[config.mk]
export PLATFORM = sky130hd
export DESIGN_NAME = if_stage
export DESIGN_NICKNAME = d
export VERILOG_FILES = /design/src/rtl/if_stage_pkg.sv /design/src/rtl/if_id_reg.sv /design/src/rtl/if_stage.sv
export SDC_FILE = /design/constraint.sdc
export NUM_CORES = 1
export LEC_CHECK = 0
export ABC_AREA = 0
export BUFFER_PORTS_ARGS = -buffer_cell sky130_fd_sc_hd__clkbuf_2
export CORE_AREA = 10 10 68 70
export DETAILED_ROUTE_END_ITERATION = 16
export DIE_AREA = 0 0 78 80
export PLACE_DENSITY = 0.91
export SYNTH_ARGS = -nofsm -noshare
export SYNTH_HDL_FRONTEND = slang
export SYNTH_SLANG_ARGS = --single-unit
[constraint.sdc]
create_clock -name clk -period 3.4 [get_ports clk]
set_clock_uncertainty 0.05 [all_clocks]
set_input_delay 1.02 -clock clk [delete_from_list [all_inputs] [get_ports clk]]
set_output_delay 1.02 -clock clk [all_outputs]
set_load 0.005 [all_outputs]
[src/rtl/if_stage_pkg.sv]
// Processor-wide constants and the fetch FSM state encoding shared by the fetch stage.
package if_stage_pkg;
    localparam int              DEF_DATA_WIDTH = 16;
    localparam int              DEF_ADDR_WIDTH = 8;
    localparam logic [15:0]     DEF_NOP_INSTR  = 16'h0000;
    localparam logic [7:0]      DEF_RESET_PC   = 8'h00;

    typedef enum logic {
        S_RUN  = 1'b0,
        S_HALT = 1'b1
    } fetch_state_e;
endpackage

[src/rtl/if_id_reg.sv]
// IF/ID pipeline register: reset beats hold, hold beats bubble, bubble beats load.
module if_id_reg import if_stage_pkg::*; #(
    parameter int                    DATA_WIDTH = DEF_DATA_WIDTH,
    parameter int                    ADDR_WIDTH = DEF_ADDR_WIDTH,
    parameter logic [DATA_WIDTH-1:0] NOP_INSTR  = DEF_NOP_INSTR
) (
    input  logic                  clk,
    input  logic                  rst,
    input  logic                  hold,
    input  logic                  bubble,
    input  logic [ADDR_WIDTH-1:0] pc_in,
    input  logic [DATA_WIDTH-1:0] instr_in,
    output logic [ADDR_WIDTH-1:0] pc,
    output logic [DATA_WIDTH-1:0] instr,
    output logic                  valid
);
    always_ff @(posedge clk) begin
        if (rst || (!hold && bubble)) begin
            pc    <= '0;
            instr <= NOP_INSTR;
            valid <= 1'b0;
        end else if (!hold) begin
            pc    <= pc_in;
            instr <= instr_in;
            valid <= 1'b1;
        end
    end
endmodule

[src/rtl/if_stage.sv]
// Instruction fetch: PC, next-PC selection and RUN/HALT FSM feeding the IF/ID register.
// Optional IF_PERF_CNT_EN adds saturating fetch and bubble counters.
module if_stage import if_stage_pkg::*; #(
    parameter int                    DATA_WIDTH = DEF_DATA_WIDTH,
    parameter int                    ADDR_WIDTH = DEF_ADDR_WIDTH,
    parameter logic [DATA_WIDTH-1:0] NOP_INSTR  = DEF_NOP_INSTR,
    parameter logic [ADDR_WIDTH-1:0] RESET_PC   = DEF_RESET_PC
) (
    input  logic                  clk,
    input  logic                  rst,
    output logic [ADDR_WIDTH-1:0] im_addr_o,
    input  logic [DATA_WIDTH-1:0] im_rdata_i,
    input  logic                  stall_IF_ID_i,
    input  logic                  flush_IF_ID_i,
    input  logic                  jump_i,
    input  logic [ADDR_WIDTH-1:0] jumpAddr_i,
    input  logic                  branch_taken_i,
    input  logic [ADDR_WIDTH-1:0] branch_target_i,
    input  logic                  stop_i,
    output logic [ADDR_WIDTH-1:0] PCD_o,
    output logic [DATA_WIDTH-1:0] instrD_o,
    output logic                  validD_o,
    output logic                  halted_o
`ifdef IF_PERF_CNT_EN
    ,
    output logic [15:0]           fetch_cnt_o,
    output logic [15:0]           bubble_cnt_o
`endif
);
    fetch_state_e          state, state_next;
    logic [ADDR_WIDTH-1:0] pc, pc_next, pc_inc;
    logic                  hold, bubble, advance;

    assign im_addr_o = pc;
    assign pc_inc    = ADDR_WIDTH'(pc + 1'b1);

    always_comb begin
        state_next = state;
        pc_next    = pc;
        hold       = 1'b0;
        bubble     = 1'b0;
        advance    = 1'b0;
        if (state == S_HALT) begin
            bubble = 1'b1;
        end else if (branch_taken_i) begin
            // Both the ID and IF instructions are wrong-path, so this outranks stall.
            pc_next = branch_target_i;
            bubble  = 1'b1;
        end else if (stall_IF_ID_i) begin
            hold = 1'b1;
        end else if (stop_i) begin
            state_next = S_HALT;
            bubble     = 1'b1;
        end else if (jump_i) begin
            pc_next = jumpAddr_i;
            bubble  = 1'b1;
        end else if (flush_IF_ID_i) begin
            pc_next = pc_inc;
            bubble  = 1'b1;
        end else begin
            pc_next = pc_inc;
            advance = 1'b1;
        end
    end

    always_ff @(posedge clk) begin
        if (rst) begin
            state    <= S_RUN;
            pc       <= RESET_PC;
            halted_o <= 1'b0;
        end else begin
            state    <= state_next;
            pc       <= pc_next;
            halted_o <= (state_next == S_HALT);
        end
    end

    if_id_reg #(
        .DATA_WIDTH (DATA_WIDTH),
        .ADDR_WIDTH (ADDR_WIDTH),
        .NOP_INSTR  (NOP_INSTR)
    ) u_if_id (
        .clk      (clk),
        .rst      (rst),
        .hold     (hold),
        .bubble   (bubble),
        .pc_in    (pc),
        .instr_in (im_rdata_i),
        .pc       (PCD_o),
        .instr    (instrD_o),
        .valid    (validD_o)
    );

`ifdef IF_PERF_CNT_EN
    always_ff @(posedge clk) begin
        if (rst) begin
            fetch_cnt_o  <= '0;
            bubble_cnt_o <= '0;
        end else begin
            if (advance && fetch_cnt_o != 16'hFFFF)
                fetch_cnt_o <= fetch_cnt_o + 16'd1;
            if (state == S_RUN && bubble && bubble_cnt_o != 16'hFFFF)
                bubble_cnt_o <= bubble_cnt_o + 16'd1;
        end
    end
`endif
endmodule

== After elaboration in Yosys (flattened, before gate mapping) ==
Index checks and enable logic that the tools add are counted.
Storage, ports and cells
  output and inout bits: 34
  logic and storage cells: 30
  register bits: 34
Operators by class
  reductions and logical operators: 4
  bitwise operators: 1
  equality and inequality tests: 2
  muxes and demuxes: 17
  add/sub/neg operators: 1
Operators with widths (number)
  two-way mux 8 bit: 4
  two-way mux 1 bit: 13
  adder 8 x 1 -> 8 bit (second input constant): 1
  AND reduction 3 bit: 1
  inequality test 2 x 1 -> 1 bit (second input constant): 1
  inequality test 2 bit (second input constant): 1
  logical AND 1 bit: 1
  zero test 1 bit: 1
  logical OR 1 bit: 1
  inverter 1 bit: 1

== Logic depth before layout (Yosys ltp) ==
  depth after elaboration: 8
  gate-level depth with buffers: 6
  mapped depth without buffers: 5

== Modules after synthesis ==
From an unflattened synthesis, not the netlist that was laid out.
Unflattened totals
  cell total of the unflattened synthesis: 205
  area total of the unflattened synthesis: 1831.8 um^2
By module, submodules not included
  if_id_reg: area an instance 1141.1 um^2, cells an instance 113, instances 1
  if_stage: area an instance 690.7 um^2, cells an instance 92, instances 1

== Worst setup path after synthesis ==
OpenSTA, ideal clock, no wires.
  kind: input port to flip-flop
  start point: input branch_taken_i
  end point: register pc[6], in the netlist im_addr_o[6]
  arrival time: 1762 ps
  library setup time: 79 ps
  buffers on the path: 1
  slack: 1508 ps
  stages: 5
  cell sequence: buf_6 -> nor2_2 -> nand2_1 -> o221a_1 -> a211oi_2
Between the ends
  cells in the longest elaborated chain, start to end: 2
  elaborated cells between the ends (all ways): 4
Ends and longest elaborated chain
  from (decl): RTL line if_stage.sv:17  | input logic branch_taken_i,
  inequality test 2 bit (no line) / inequality test 2 x 1 -> 1 bit (equally long branches)
  AND reduction 3 bit (no line)
  to (signal assigned): RTL line if_stage.sv:73  | pc <= pc_next;
  to (decl): RTL line if_stage.sv:31  | logic [ADDR_WIDTH-1:0] pc, pc_next, pc_inc;
Parallel ways exist; a longest one is shown, timed or not.
A chain may end at the register's enable or synchronous reset.

== Worst setup path in the final report ==
  start point: input branch_taken_i
  end point: register u_if_id.instr[0]
Between the ends
  cells in the longest elaborated chain, start to end: 5
  elaborated cells between the ends (all ways): 7
Ends and longest elaborated chain
  two-way mux 1 bit: RTL line if_stage.sv:45  | end else if (branch_taken_i) begin
  two-way mux 1 bit: RTL line if_stage.sv:43  | if (state == S_HALT) begin
  zero test 1 bit
  logical AND 1 bit: RTL line if_id_reg.sv:18  | if (rst || (!hold && bubble)) begin
  logical OR 1 bit: RTL line if_id_reg.sv:18
  to (signal assigned): RTL line if_id_reg.sv:24  | instr <= instr_in;
  to (decl): RTL line if_id_reg.sv:14  | output logic [DATA_WIDTH-1:0] instr,
Parallel ways exist; a longest one is shown, timed or not.

==> results.toml <==
[clock_tree]
clock-root-buffer = "clkbuf_4"
hold_buffers = 0
cts_setup_buffers = 0
clkSlewWorstSetupHoldPaths_ns = 0.10
cts_tree = "built"
clk_latency_ns = 0.34
cts_made_buffers = 5
htree_levels = 2
clk_path_buf_depth = 2
ctsResizeCount = 0
cts_sinks = 34

[yosys]
synth_edf_count = 0
syn_area_um2 = 1551
synthArstFlopShare_pct = 0
ys_types = 39
synth_fp_nets = 239
ys_seq_elements = 34
synthFlopType = "dfxtp_1"
yosysWarnings = 0
synth.avg_cell_area_um2 = 7.796
netlist_instances = 199
synth_seq_area_share_pct = 43.87

[worst_hold_path]
hold_class = "flip-flop to flip-flop"

[placement]
finalWeightedCongestion = 0.7639
hpwlAfterDp_mm = 3.288
port_buffers = 72

[timing]
drv_slew = 0
rsz0062_at_grt = "no"
slew_headroom_pct = 44.76
finalSetupViolCount = 0
finalCritPeriodShare_pct = 64.93
setup_tns_ns = 0
max_freq_mhz = 453.0
hold_slack_ns = 0.4067
worstMarginPinSlew_ns = 0.8286
hold_viol = 0
period_minus_slack_ns = 2.208

[finish]
drive_above_1_share_pct = 32.58
n_antenna_cell = 0
syn2layout_area_growth_pct = 27.90
final_common_cell = "clkbuf_2"
n_fill_cell = 313
num-nets-final = 306
mostFrequentLayoutCells = "clkbuf_2, nand2_1, dfxtp_1"

[critical_path]
crit_path_end_kind = "flip-flop"
crit_path_start_kind = "primary input"
cp_slowest_cell = "and2_1"
cpPeakStageDelay_ns = 0.69
worstPathArrival_ns = 2.44
crit_path_cell_trace = "clkbuf_2 -> nor2_1 -> and2_1 -> nand2_1 -> a21oi_1"
crit_type = "primary input to flip-flop"
path_max_fanout = 24
worstPathRequired_ns = 3.63
critical-path-top-delay-family = "simple AND/OR/NAND/NOR gates"
critPathBufInv = 1

[floorplanning]
dieArea_um2 = 6240
core-area_um2 = 3284
ios = 73
die_w_um = 78
initial_core_util_pct = 47.24
rows = 21
die_h_um = 80

[route]
drt-pass1-iter-count = 7
drt_iter0_drc = 95
wire_per_inst_um = 13.82
drc = 0
vias = 1584
finalWirelength_mm = 4.325
via_per_inst = 5.061
ant_nets = 0

[global_route]
grt_pass1_wl_mm = 6.955
gr-total-overflow = 0
antenna_found_initial = 0
grt_pass1_vias = 1543
grt_util_all_layers_pct = 13.60
grt_max_degree = 26

[status]
outcome = "complete, no violations"

[job]
max-cap-violations = 0

[power]
ir_worst_vdd_v = 0.0002915
leakage_nw = 0.9130
power_density_nw_per_um2 = 470.7
state kept, by name, indices dropped and copies added, names as in the netlist:
register / flops
u_if_id.pc: 8
u_if_id.instr: 16
state: 1
im_addr_o: 8
u_if_id.valid: 1
through the flow:
stage	std cells	power, mW	utilization (%)	worst slack [ns]	area, um2
finish	313	0.9340	60.42	1.192	1984
global route	313	0.9748	60.42	1.043	1984
CTS	313	0.9380	60.42	1.195	1984
detailed placement	305	0.5707	57.18	0.8456	1878
global placement	305	0.5675	57.18	0.9023	1878
floorplan	199	0.5221	-	1.508	1551
logic make-up (layout without fill, tap and decap cells):
logic type	after synthesis	count (layout)	share of synthesized area [%]
and+or+nand+nor	92	92	25.49
AOI/OAI and AO/OA	54	54	21.21
DFF	34	34	43.87
buffers and inverters	15	83	6.855
xor gates and xnor gates	2	2	1.129
adders and majority gates	1	1	0.8063
muxes	1	1	0.6452
power breakdown:
group | internal [mW] | switching (mW) | total (mW)
Combinational | 0.0574 | 0.0672 | 0.125
Sequential | 0.415 | 0.0210 | 0.436
Clock | 0.230 | 0.143 | 0.373
Total | 0.703 | 0.231 | 0.934
worst reg2reg max path, delay by kind of cell (launching register included):
family | cells | cell delay [ns]
adder cells (fa/ha/maj) | 1 | 0.29
AO/OA/AOI/OAI | 2 | 0.42
XOR/XNOR | 1 | 0.15
flip-flops | 1 | 0.48
AND/OR/NAND/NOR | 1 | 0.12
area by class of cell:
cell class	count	area, um2	share of cell area [%]
multi-input cells	150	764.5	38.52
flip-flops and latches	34	680.7	34.30
repair buffers	73	367.9	18.54
clock inverters	3	68.82	3.468
well taps	46	57.56	2.900
clock buffers	5	37.54	1.892
inverters	2	7.507	0.3783
path summary, 6_finish.rpt:
check | from | end | slack [ns] | cells after the start
setup / recovery | branch_taken_i | u_if_id.instr[0] | 1.19 | 5
hold reg to reg | u_if_id.pc[6] | u_if_id.pc[6] | 0.41 | 2
hold / removal | u_if_id.pc[6] | u_if_id.pc[6] | 0.41 | 2
setup reg to reg | im_addr_o[0] | im_addr_o[4] | 1.77 | 5
synth_stat cells, types with 2 or more instances:
| cell | instances | share of area (%) |
|---|---|---|
| buf_4 | 4 | 1.9 |
| nor3_1 | 3 | 0.97 |
| dfxtp_1 | 34 | 44 |
| nand2b_1 | 3 | 1.2 |
| buf_6 | 4 | 2.9 |
| o21ai_0 | 5 | 1.6 |
| nand3_1 | 2 | 0.65 |
| nor2_1 | 13 | 3.1 |
| nand2_1 | 60 | 15 |
| a21oi_1 | 33 | 11 |
| a211oi_1 | 3 | 1.5 |
| inv_1 | 2 | 0.48 |
| nor2b_1 | 3 | 1.2 |
| buf_2 | 4 | 1.3 |
| xnor2_1 | 2 | 1.1 |
layer usage:
layer | routed length, um | vias up | global-route usage, %
li1 | - | 818 | -
met1 | 1760 | 695 | 14.19
met2 | 2059 | 60 | 22.64
met3 | 398 | 11 | 6.306
met4 | 107 | 0 | 6.989
met5 | 0 | - | 0
Note: power is estimated with default switching activity, not from simulation.
